**src/rtl/mem_access_master_if.sv**
```systemverilog
// Bundle of request/response handshake and data-memory bus signals for mem_access_master.
// Latency: none; wires only.
// Backpressure: req_ready/rsp_ready carry the valid-ready stalls between datapath and block.
interface mem_access_master_if;
  logic        req_valid;
  logic        req_ready;
  logic        req_we;
  logic [11:0] req_addr;
  logic [15:0] req_wdata;

  logic        rsp_valid;
  logic        rsp_ready;
  logic [15:0] rsp_rdata;
  logic        rsp_err;

  logic [11:0] mem_address;
  logic [15:0] mem_data;
  logic        mem_write_enable;
  logic        mem_read_enable;
  logic [15:0] mem_read_data;

  logic        busy;

  // View of the access block itself
  modport master (
    input  req_valid, req_we, req_addr, req_wdata, rsp_ready, mem_read_data,
    output req_ready, rsp_valid, rsp_rdata, rsp_err,
    output mem_address, mem_data, mem_write_enable, mem_read_enable, busy
  );

  // View of the surrounding datapath and data memory
  modport slave (
    output req_valid, req_we, req_addr, req_wdata, rsp_ready, mem_read_data,
    input  req_ready, rsp_valid, rsp_rdata, rsp_err,
    input  mem_address, mem_data, mem_write_enable, mem_read_enable, busy
  );
endinterface

```
**src/rtl/mem_access_master.sv**
```systemverilog
// Single-outstanding load/store master between a datapath and a 16-bit data memory (optional MEM_BOUNDS_CHECK_EN).
// Latency: handshake at edge N, one strobe cycle, response valid after edge N+1; 3 cycles minimum per access.
// Backpressure: req_ready only in IDLE; response held in RESP until rsp_ready; no overlap of transactions.
module mem_access_master #(
  parameter int MEM_WORDS = 64
) (
  input  logic clk,
  input  logic rst,
  mem_access_master_if.master bus
);

  typedef enum logic [1:0] {
    IDLE  = 2'd0,
    WRITE = 2'd1,
    READ  = 2'd2,
    RESP  = 2'd3
  } state_t;

  state_t      state;
  state_t      state_next;

  logic        handshake;
  logic        out_of_range;
  logic        err_q;
  logic [11:0] addr_q;
  logic [15:0] wdata_q;
  logic [15:0] rdata_q;
  logic        rsp_err_q;

  logic        req_ready_c;
  logic        busy_c;
  logic        rsp_valid_c;
  logic        write_en_c;
  logic        read_en_c;

  // The address bus is 12 bits wide, so a larger memory could never be fully reached.
  if (MEM_WORDS < 1 || MEM_WORDS > 4096) begin : g_bad_mem_words
    $error("mem_access_master: MEM_WORDS must be in 1..4096");
  end

`ifdef MEM_BOUNDS_CHECK_EN
  localparam logic [12:0] WORD_LIMIT = 13'(MEM_WORDS);
  assign out_of_range = ({1'b0, bus.req_addr} >= WORD_LIMIT);
`else
  assign out_of_range = 1'b0;
`endif

  assign handshake = (state == IDLE) && bus.req_valid;

  // State register; reset forces IDLE at once so strobes drop combinationally
  always_ff @(posedge clk or negedge rst) begin
    if (!rst) begin
      state <= IDLE;
    end else begin
      state <= state_next;
    end
  end

  // Next state and strobes. A rejected request still passes through WRITE/READ with
  // strobes suppressed, which gives it the same response timing as a real access.
  always_comb begin
    state_next  = state;
    req_ready_c = 1'b0;
    busy_c      = 1'b1;
    rsp_valid_c = 1'b0;
    write_en_c  = 1'b0;
    read_en_c   = 1'b0;
    case (state)
      IDLE: begin
        req_ready_c = 1'b1;
        busy_c      = 1'b0;
        if (bus.req_valid) begin
          state_next = bus.req_we ? WRITE : READ;
        end
      end
      WRITE: begin
        write_en_c = !err_q;
        state_next = RESP;
      end
      READ: begin
        read_en_c  = !err_q;
        state_next = RESP;
      end
      RESP: begin
        rsp_valid_c = 1'b1;
        if (bus.rsp_ready) begin
          state_next = IDLE;
        end
      end
      default: begin
        state_next = IDLE;
      end
    endcase
  end

  // Request latch on handshake and response capture at the close of the strobe cycle
  always_ff @(posedge clk or negedge rst) begin
    if (!rst) begin
      addr_q    <= '0;
      wdata_q   <= '0;
      err_q     <= 1'b0;
      rdata_q   <= '0;
      rsp_err_q <= 1'b0;
    end else begin
      if (handshake) begin
        addr_q  <= bus.req_addr;
        wdata_q <= bus.req_wdata;
        err_q   <= out_of_range;
      end
      case (state)
        WRITE: begin
          rdata_q   <= '0;
          rsp_err_q <= err_q;
        end
        READ: begin
          rdata_q   <= err_q ? 16'h0000 : bus.mem_read_data;
          rsp_err_q <= err_q;
        end
        RESP: begin
          if (bus.rsp_ready) begin
            rdata_q   <= '0;
            rsp_err_q <= 1'b0;
          end
        end
        default: begin
        end
      endcase
    end
  end

  assign bus.req_ready        = req_ready_c;
  assign bus.busy             = busy_c;
  assign bus.rsp_valid        = rsp_valid_c;
  assign bus.rsp_rdata        = rdata_q;
  assign bus.rsp_err          = rsp_err_q;
  assign bus.mem_write_enable = write_en_c;
  assign bus.mem_read_enable  = read_en_c;
  assign bus.mem_address      = addr_q;
  assign bus.mem_data         = wdata_q;

endmodule
```
**src/flat_wrapper.sv**
```systemverilog
// flat-port wrapper written by rule: the top's interface ports become plain ports
module mem_access_master_flat 
#(
  parameter int MEM_WORDS = 64
)
  (clk, rst, bus_req_valid, bus_req_we, bus_req_addr, bus_req_wdata, bus_rsp_ready, bus_mem_read_data, bus_req_ready, bus_rsp_valid, bus_rsp_rdata, bus_rsp_err, bus_mem_address, bus_mem_data, bus_mem_write_enable, bus_mem_read_enable, bus_busy);
  mem_access_master_if bus_i ();
  input  logic clk;
  input  logic rst;
  input wire logic [$bits(bus_i.req_valid)-1:0] bus_req_valid;
  input wire logic [$bits(bus_i.req_we)-1:0] bus_req_we;
  input wire logic [$bits(bus_i.req_addr)-1:0] bus_req_addr;
  input wire logic [$bits(bus_i.req_wdata)-1:0] bus_req_wdata;
  input wire logic [$bits(bus_i.rsp_ready)-1:0] bus_rsp_ready;
  input wire logic [$bits(bus_i.mem_read_data)-1:0] bus_mem_read_data;
  output wire logic [$bits(bus_i.req_ready)-1:0] bus_req_ready;
  output wire logic [$bits(bus_i.rsp_valid)-1:0] bus_rsp_valid;
  output wire logic [$bits(bus_i.rsp_rdata)-1:0] bus_rsp_rdata;
  output wire logic [$bits(bus_i.rsp_err)-1:0] bus_rsp_err;
  output wire logic [$bits(bus_i.mem_address)-1:0] bus_mem_address;
  output wire logic [$bits(bus_i.mem_data)-1:0] bus_mem_data;
  output wire logic [$bits(bus_i.mem_write_enable)-1:0] bus_mem_write_enable;
  output wire logic [$bits(bus_i.mem_read_enable)-1:0] bus_mem_read_enable;
  output wire logic [$bits(bus_i.busy)-1:0] bus_busy;
  assign bus_i.req_valid = bus_req_valid;
  assign bus_i.req_we = bus_req_we;
  assign bus_i.req_addr = bus_req_addr;
  assign bus_i.req_wdata = bus_req_wdata;
  assign bus_i.rsp_ready = bus_rsp_ready;
  assign bus_i.mem_read_data = bus_mem_read_data;
  assign bus_req_ready = bus_i.req_ready;
  assign bus_rsp_valid = bus_i.rsp_valid;
  assign bus_rsp_rdata = bus_i.rsp_rdata;
  assign bus_rsp_err = bus_i.rsp_err;
  assign bus_mem_address = bus_i.mem_address;
  assign bus_mem_data = bus_i.mem_data;
  assign bus_mem_write_enable = bus_i.mem_write_enable;
  assign bus_mem_read_enable = bus_i.mem_read_enable;
  assign bus_busy = bus_i.busy;
  mem_access_master #(.MEM_WORDS(MEM_WORDS)) u_core (.clk(clk), .rst(rst), .bus(bus_i));
endmodule
```
**config.mk**
```make
export PLATFORM = sky130hd
export DESIGN_NAME = mem_access_master_flat
export DESIGN_NICKNAME = d
export VERILOG_FILES = /design/src/rtl/mem_access_master_if.sv /design/src/rtl/mem_access_master.sv /design/src/flat_wrapper.sv
export SDC_FILE = /design/constraint.sdc
export NUM_CORES = 1
export LEC_CHECK = 0
export CORE_ASPECT_RATIO = 0.7
export CORE_MARGIN = 4
export CORE_UTILIZATION = 36
export CTS_CLUSTER_SIZE = 30
export DETAILED_ROUTE_END_ITERATION = 7
export PLACE_DENSITY = 0.84
export SYNTH_ARGS = -nofsm -noshare
export SYNTH_HDL_FRONTEND = slang
export SYNTH_SLANG_ARGS = --single-unit
```
**constraint.sdc**
```tcl
create_clock -name clk -period 1.6 [get_ports clk]
set_input_delay 0.24 -clock clk [delete_from_list [all_inputs] [get_ports clk]]
set_output_delay 0.24 -clock clk [all_outputs]
set_load 0.03 [all_outputs]
```
==> summary.md, run 1 <==
| Metric | Value |
|---|---|
| Via-to-Cell Ratio | `~4.6` |
| P_leak | `between 1.5 and 2 nW` |
| Tot Pwr | `roughly 6.8 mW` |
| R2r startpoint | `u_core.state[0]` |
| PwrDens | `~2100 nW/um2` |
| CP arrival | `1.31 ns` |
| FP Rows | `22` |
| Layout cells sized above 1 | `25.58%` |
| Yosys cell types | `18` |
| Die X | `96.52 um` |
| Postcts setup bufs | `0` |
| Cell count along the critical path | `1` |
| WP buf/inv | `1` |
| First-pass GRT wire length | `7334 um` |
| Critical path endpoint category | `primary output` |
| DR WL/cell | `approximately 15 um` |
| GRT Total Usage | `14.13%` |
| Cells along the critical path | `clkdlybuf4s50_1` |
| Initial antenna violation count | `0` |
| Synthesis-stage register bit count | `46` |
| Final setup skew | `0.002510 ns` |
| R2R cell count | `5` |
| Cells after synthesis | `around 160` |
| Vias | `approximately 1500` |
| Crit Path Class | `reg2out` |
| Max Cap Viol | `0` |
| Clock Power Share | `between 10% and 20%` |
| Logic pwr share | `between 50% and 60%` |
| CTS tree | `built` |
| Gr ovfl total | `0` |
| Worst-path clk slew | `roughly 0.09 ns` |
| Sink Count | `46` |
| Area added between synthesis and finish | `62.80%` |
| Effective utilization at floorplan | `37.36%` |
| Max Root-Sink Buffers | `2` |
| Internal power | `3.825 mW` |
| Sequential power share | `between 20% and 30%` |
| Crit-path slowest cell | `clkdlybuf4s50_1` |
| Synth warnings | `0` |
| Final wirelength | `4807 um` |
| CTS root buf | `clkbuf_8` |
| Setup TNS | `0 ns` |
| Iter 0 DRT Violations | `25` |
| Residual DRC | `0` |
| Vias in the first global route | `between 1000 and 1500` |
| Unrepaired setup endpoints after global routing | `no` |
| Post-Syn Area per Cell | `between 10 and 15 um2` |
| Die area | `around 6800 um2` |
| Slew Viols, Final | `0` |
| Peak VDD IR | `0.8472 mV` |
| Detailed placement HPWL | `~3600 um` |
| Drt pass-1 iters | `4` |
| Switching Fraction | `between 40% and 50%` |
| Worst Path Max Fanout | `2` |
| RePlAce Congestion | `a little under 0.7` |
| Worst Hold Class | `in2async` |
| Final hold vios | `0` |
| Fin crit share | `97.10%` |
| R2R Setup Slk | `~0.14 ns` |
| Final setup violation count | `0` |
| Reg-to-reg endpoint | `u_core.bus.mem_data[8]` |
| Syn nets | `210` |
| Largest net degree at the start of global routing | `29` |
| Port Buf Inserts | `97` |
| IO Pins | `99` |
| Required @ worst endpoint | `approximately 1.4 ns` |
| Core Area | `approximately 5300 um2` |
| Delay-heaviest family, CP | `buffers and inverters` |
| DRT antenna net count | `0` |
| Die H | `roughly 70 um` |
| Seq/Total Area, Yosys | `about three fifths` |
| CP peak stage delay | `between 0.6 and 0.7 ns` |
| Min Tclk post-route | `around 1.6 ns` |
| Clk_lat worst skew | `just under 0.3 ns` |
| CTS Buf Count | `5` |
| Finished Layout Cells | `330` |
| Fill cells | `roughly 430` |
| # placed instances | `around 320` |
| Diodes inserted | `0` |
| WHS | `0.3829 ns` |
| Outcome | `finished clean` |
| F_max | `between 0.6 and 0.7 GHz` |
| Final nets | `312` |
| H-tree levels | `2` |
| Synthesized area | `between 1500 and 2000 um2` |
| Startpoint types | `register` |
| Sw power | `just under 3 mW` |
## power groups by stage
stage                     clock [mW]  sequential [mW]  combinational (mW)
after detailed placement           0             2.07                4.20
after CTS                      0.732             2.05                4.19
after global routing           0.781             2.11                4.32
after global placement             0             2.04                4.14
final                          0.698             2.03                4.06
after floorplan                    0             3.16                1.42
## routing by layer
metal,GRT usage (%),up-vias,share of wire (%)
li1,-,726,-
met1,18.55,703,43
met2,20.95,68,44
met3,5.705,5,11
met4,4.977,0,0.96
met5,0,-,0
## flip-flops by register name (all words and copies together), names as in the netlist
register                count
u_core.bus.rsp_rdata       16
u_core.bus.mem_data        16
u_core.bus.mem_address     12
u_core.state                2
## cells in the mapped netlist
| cell | number | area share, % |
|---|---|---|
| dfrtp_1 | 46 | 58 |
| mux2_2 | 30 | 17 |
| o21ai_0 | 23 | 5.8 |
| nand2_1 | 18 | 3.4 |
| o21ai_2 | 10 | 4.4 |
| ha_1 | 6 | 3.8 |
| inv_1 | 5 | 0.95 |
| clkbuf_1 | 4 | 0.76 |
| buf_2 | 3 | 0.76 |
| buf_6 | 2 | 1.1 |
| a21oi_1 | 1 | 0.25 |
| buf_12 | 1 | 1.0 |
| buf_4 | 1 | 0.38 |
| conb_1 | 1 | 0.19 |
| nand2_2 | 1 | 0.32 |
| nand2b_1 | 1 | 0.32 |
| nor2b_4 | 1 | 0.70 |
| or2_1 | 1 | 0.32 |
## final cells by class
cell class	instances	area (um2)	area share [%]
clock buffer	5	68.82	2.141
clock inverter	3	21.27	0.6617
inverter	5	18.77	0.5839
multi-input combinational	93	729.5	22.69
sequential	46	1151	35.81
tap	72	90.09	2.803
timing repair buffer	106	1135	35.31
## how the worst max path moves through the flow
stage | endpoint | startpoint
finish | bus_mem_address[7] | u_core.bus.mem_address[7]
global route | bus_rsp_rdata[0] | u_core.bus.rsp_rdata[0]
CTS | bus_mem_write_enable | u_core.state[1]
detailed placement | bus_mem_write_enable | u_core.state[1]
global placement | bus_mem_write_enable | u_core.state[1]
floorplan | u_core.bus.mem_address[10] | u_core.state[0]
## what timing repair did
item                       in CTS  in global routing
setup endpoints to repair       3                 39
gates resized for setup         4                 38
hold endpoints to repair       15                  0
hold buffers                    1                  0
## layout by cell type, fill, tap and decap left out
cell type and n:
dlygate4sd3_1 1, nand2b_1 1, nand2_1 18, conb_1 1, ha_1 4, inv_2 1, ha_2 2, clkbuf_2 1
dlymetal6s2s_1 35, or2_1 1, a21oi_1 1, clkdlybuf4s50_1 55, dfrtp_1 46, buf_4 9, clkdlybuf4s15_1 1, clkinv_2 1
clkinvlp_4 1, clkinv_4 1, buf_12 2, nor2b_4 1, nand2_2 1, clkbuf_8 5, mux2_2 30, o21ai_2 10
inv_1 4, buf_2 1, dlygate4sd2_1 1, o21ai_0 23
## cells by family after synthesis
| logic type | share of synthesized area [%] |
|---|---|
| AO/OA/AOI/OAI | 10.52 |
| adder cells (fa/ha/maj) | 3.802 |
| buffers and inverters | 5.006 |
| flip-flops | 58.30 |
| multiplexers | 17.11 |
| other | 0.1899 |
| AND/OR/NAND/NOR | 5.070 |
## per-stage QoR
step	setup slack, ns	util [%]	instance area, um2
floorplan	0.001581	-	1979
global placement	0.08832	57.39	3033
detailed placement	0.03864	57.39	3033
CTS	0.0008825	59.23	3131
global route	0.0004832	60.82	3214
finish	0.04644	60.82	3214
Note: power is estimated with default switching activity, not from simulation.
==> run 2: changes to the inputs <==
--- a/config.mk
+++ b/config.mk
@@ -7,10 +7,10 @@
 export LEC_CHECK = 0
 export CORE_ASPECT_RATIO = 0.7
 export CORE_MARGIN = 4
-export CORE_UTILIZATION = 36
+export CORE_UTILIZATION = 43
 export CTS_CLUSTER_SIZE = 30
 export DETAILED_ROUTE_END_ITERATION = 7
-export PLACE_DENSITY = 0.84
+export PLACE_DENSITY = 0.93
 export SYNTH_ARGS = -nofsm -noshare
 export SYNTH_HDL_FRONTEND = slang
 export SYNTH_SLANG_ARGS = --single-unit
==> constraint.sdc (replaced) <==
create_clock -name clk -period 1.9 [get_ports clk]
set_input_delay 0.285 -clock clk [delete_from_list [all_inputs] [get_ports clk]]
set_output_delay 0.285 -clock clk [all_outputs]
set_load 0.03 [all_outputs]
==> run 2 against run 1 <==
Net effect: critical endpoint is now bus_busy; wire length down 3.2%; critical path type unchanged; non-clock buffer count down 4; utilization up 9.6 points; count of clock-buffer cells in the layout unchanged; largest cell class unchanged; combinational power down 17%; flip-flop and latch count unchanged; register-to-register slack better by 0.03 ns; total power down 16%; via count down 0.73%; first-iteration DRC count up 8.0%; hold slack better by 0.11 ns; sequential power down 15%.
==> summary.md, run 2 (synthesized netlist as in run 1, its figures left out) <==
| Metric | Value |
|---|---|
| Outcome | `finished clean` |
| Largest net degree at the start of global routing | `29 (unchanged)` |
| # placed instances | `300 (-6.5%)` |
| Detailed placement HPWL | `3567 um (-1.0%)` |
| Vias | `1491 (-0.73%)` |
| Layout cells sized above 1 | `21.65% (-3.9 points)` |
| Slew Viols, Final | `0 (unchanged)` |
| Final wirelength | `4652 um (-3.2%)` |
| Via-to-Cell Ratio | `4.825 (+6.0%)` |
| Peak VDD IR | `1.244 mV (+47%)` |
| Unrepaired setup endpoints after global routing | `no` |
| Worst-path clk slew | `0.09 ns (about the same)` |
| Min Tclk post-route | `1.781 ns` |
| Met3 wire length | `566 um (+6.2%)` |
| Commonest non-fill, non-tap cells in the layout | `clkdlybuf4s50_1, dfrtp_1, mux2_2` |
| Effective utilization at floorplan | `45.09% (+7.7 points)` |
| Sequential cell area | `1151 um2 (unchanged)` |
| PwrDens | `1844 nW/um2 (-13%)` |
| Die X | `88.99 um (-7.8%)` |
| Fin area | `3083 um2 (-4.1%)` |
| Utilization after layout | `70.40% (+9.6 points)` |
| Residual DRC | `0 (unchanged)` |
| Crit Path Class | `reg2out` |
| CTS tree | `built` |
| Cell area after placement | `2984 um2 (-1.6%)` |
| Startpoint types | `register` |
| Die area | `5757 um2 (-15%)` |
| RePlAce Congestion | `0.7545 (+9.1%)` |
| Final setup skew | `0.006816 ns (+0.004307 ns)` |
| DRT antenna net count | `0 (unchanged)` |
| Gr ovfl total | `0 (unchanged)` |
| R2R Setup Slk | `0.17 ns (+0.03 ns)` |
| Final nets | `308 (-1.3%)` |
| Slew @ Worst Pin | `between 0.7 and 0.8 ns` |
| Critical path's most frequent cell | `inv_1` |
| Tot Pwr | `5.684 mW (-16%)` |
| IO Pins | `99 (unchanged)` |
| Required @ worst endpoint | `1.62 ns (+0.26 ns)` |
| Final hold vios | `0 (unchanged)` |
| Setup TNS | `0 ns (unchanged)` |
| Routed wl met2 | `2112 um (-1.2%)` |
| Placement Setup Slack | `0.02021 ns (-0.01843 ns)` |
| CP arrival | `1.50 ns (+0.19 ns)` |
| Clk_lat worst skew | `0.29 ns (about the same)` |
| WP buf/inv | `3 (+2)` |
| Worst slew margin | `between 50% and 60%` |
| H-tree levels | `2 (unchanged)` |
| DR WL/cell | `15.06 um (+3.4%)` |
| CTS Buf Count | `5 (unchanged)` |
| Fin crit share | `between 90 and 100%` |
| FP Rows | `20 (-9.1%)` |
| WHS | `0.4902 ns (+0.1073 ns)` |
| Vias in the first global route | `1582 (+6.7%)` |
| Cells along the critical path | `inv_1 -> ha_1 -> inv_1 -> dlygate4sd2_1` |
| Max Cap Viol | `0 (unchanged)` |
| P_leak | `1.334 nW (-24%)` |
| M1 WL | `1960 um (-6.1%)` |
| Iter 0 DRT Violations | `27 (+8.0%)` |
| Final worst slack | `0.1186 ns (+0.07213 ns)` |
| Max layer used | `met4` |
| Core Area | `4379 um2 (-17%)` |
| Crit-path slowest cell | `dfrtp_1` |
| Worst Hold Class | `in2async` |
| Most common cell after layout, fill and taps aside | `clkdlybuf4s50_1` |
| CTS root buf | `clkbuf_8` |
| Delay-heaviest family, CP | `buffers and inverters` |
| F_max | `roughly 0.56 GHz` |
| Port Buf Inserts | `97 (unchanged)` |
| Final setup violation count | `0 (unchanged)` |
| Die H | `64.70 um (-7.5%)` |
| Worst Path Max Fanout | `5 (+3)` |
| Finished Layout Cells | `309 (-6.4%)` |
| Area of the multi-input gates | `724.4 um2 (-0.69%)` |
| Max Root-Sink Buffers | `2 (unchanged)` |
| GRT Total Usage | `16.44% (+2.3 points)` |
| Diodes inserted | `0 (unchanged)` |
| Sink Count | `46 (unchanged)` |
| Initial antenna violation count | `0 (unchanged)` |
| Critical path endpoint category | `primary output` |
| Fill cells | `319 (-25%)` |
| Drt pass-1 iters | `4 (unchanged)` |
| First-pass GRT wire length | `7279 um (-0.75%)` |
| Area added between synthesis and finish | `56.15%` |
| CP peak stage delay | `0.42 ns (-0.25 ns)` |
[run 2: final timing paths]
| kind | startpoint | end | cells past startpoint |
|---|---|---|---|
| worst max-delay path | u_core.state[1] | bus_busy | 4 |
| worst min-delay path | rst | u_core.bus.mem_data[8] | 2 |
| worst max register to register | u_core.state[1] | u_core.bus.rsp_rdata[2] | 4 |
| worst min register to register | u_core.bus.mem_data[1] | u_core.bus.mem_data[1] | 1 |
| max in group asynchronous | rst | u_core.bus.mem_address[0] | 3 |
| min in group clk | u_core.bus.mem_data[1] | u_core.bus.mem_data[1] | 1 |
[run 2: final cells by class]
type / count / share of cell area (%)
Sequential cell: 46 / 37.34
Timing Repair Buffer: 102 / 33.40
Multi-Input combinational cell: 93 / 23.50
Clock buffer: 5 / 2.232
Tap cell: 55 / 2.232
Clock inverter: 3 / 0.6899
Inverter: 5 / 0.6088
[run 2: layer usage]
metal	vias to the layer above	GRT usage [%]
met2	76	27.31
met4	0	3.346
met5	-	0
met1	692	20.49
met3	2	6.226
li1	721	-
[run 2: power by group]
part | switching [mW] | internal [mW] | total (mW)
clock | 0.319 | 0.258 | 0.577
combinational | 1.89 | 1.48 | 3.37
sequential | 0.263 | 1.47 | 1.73
[run 2: timing repair]
item | in CTS | in global routing
hold endpoints to repair | 21 | 0
endpoints found under the setup margin | 4 | 2
hold buffers | 1 | 0
resized for setup | 4 | 2
setup buffers | 0 | 0
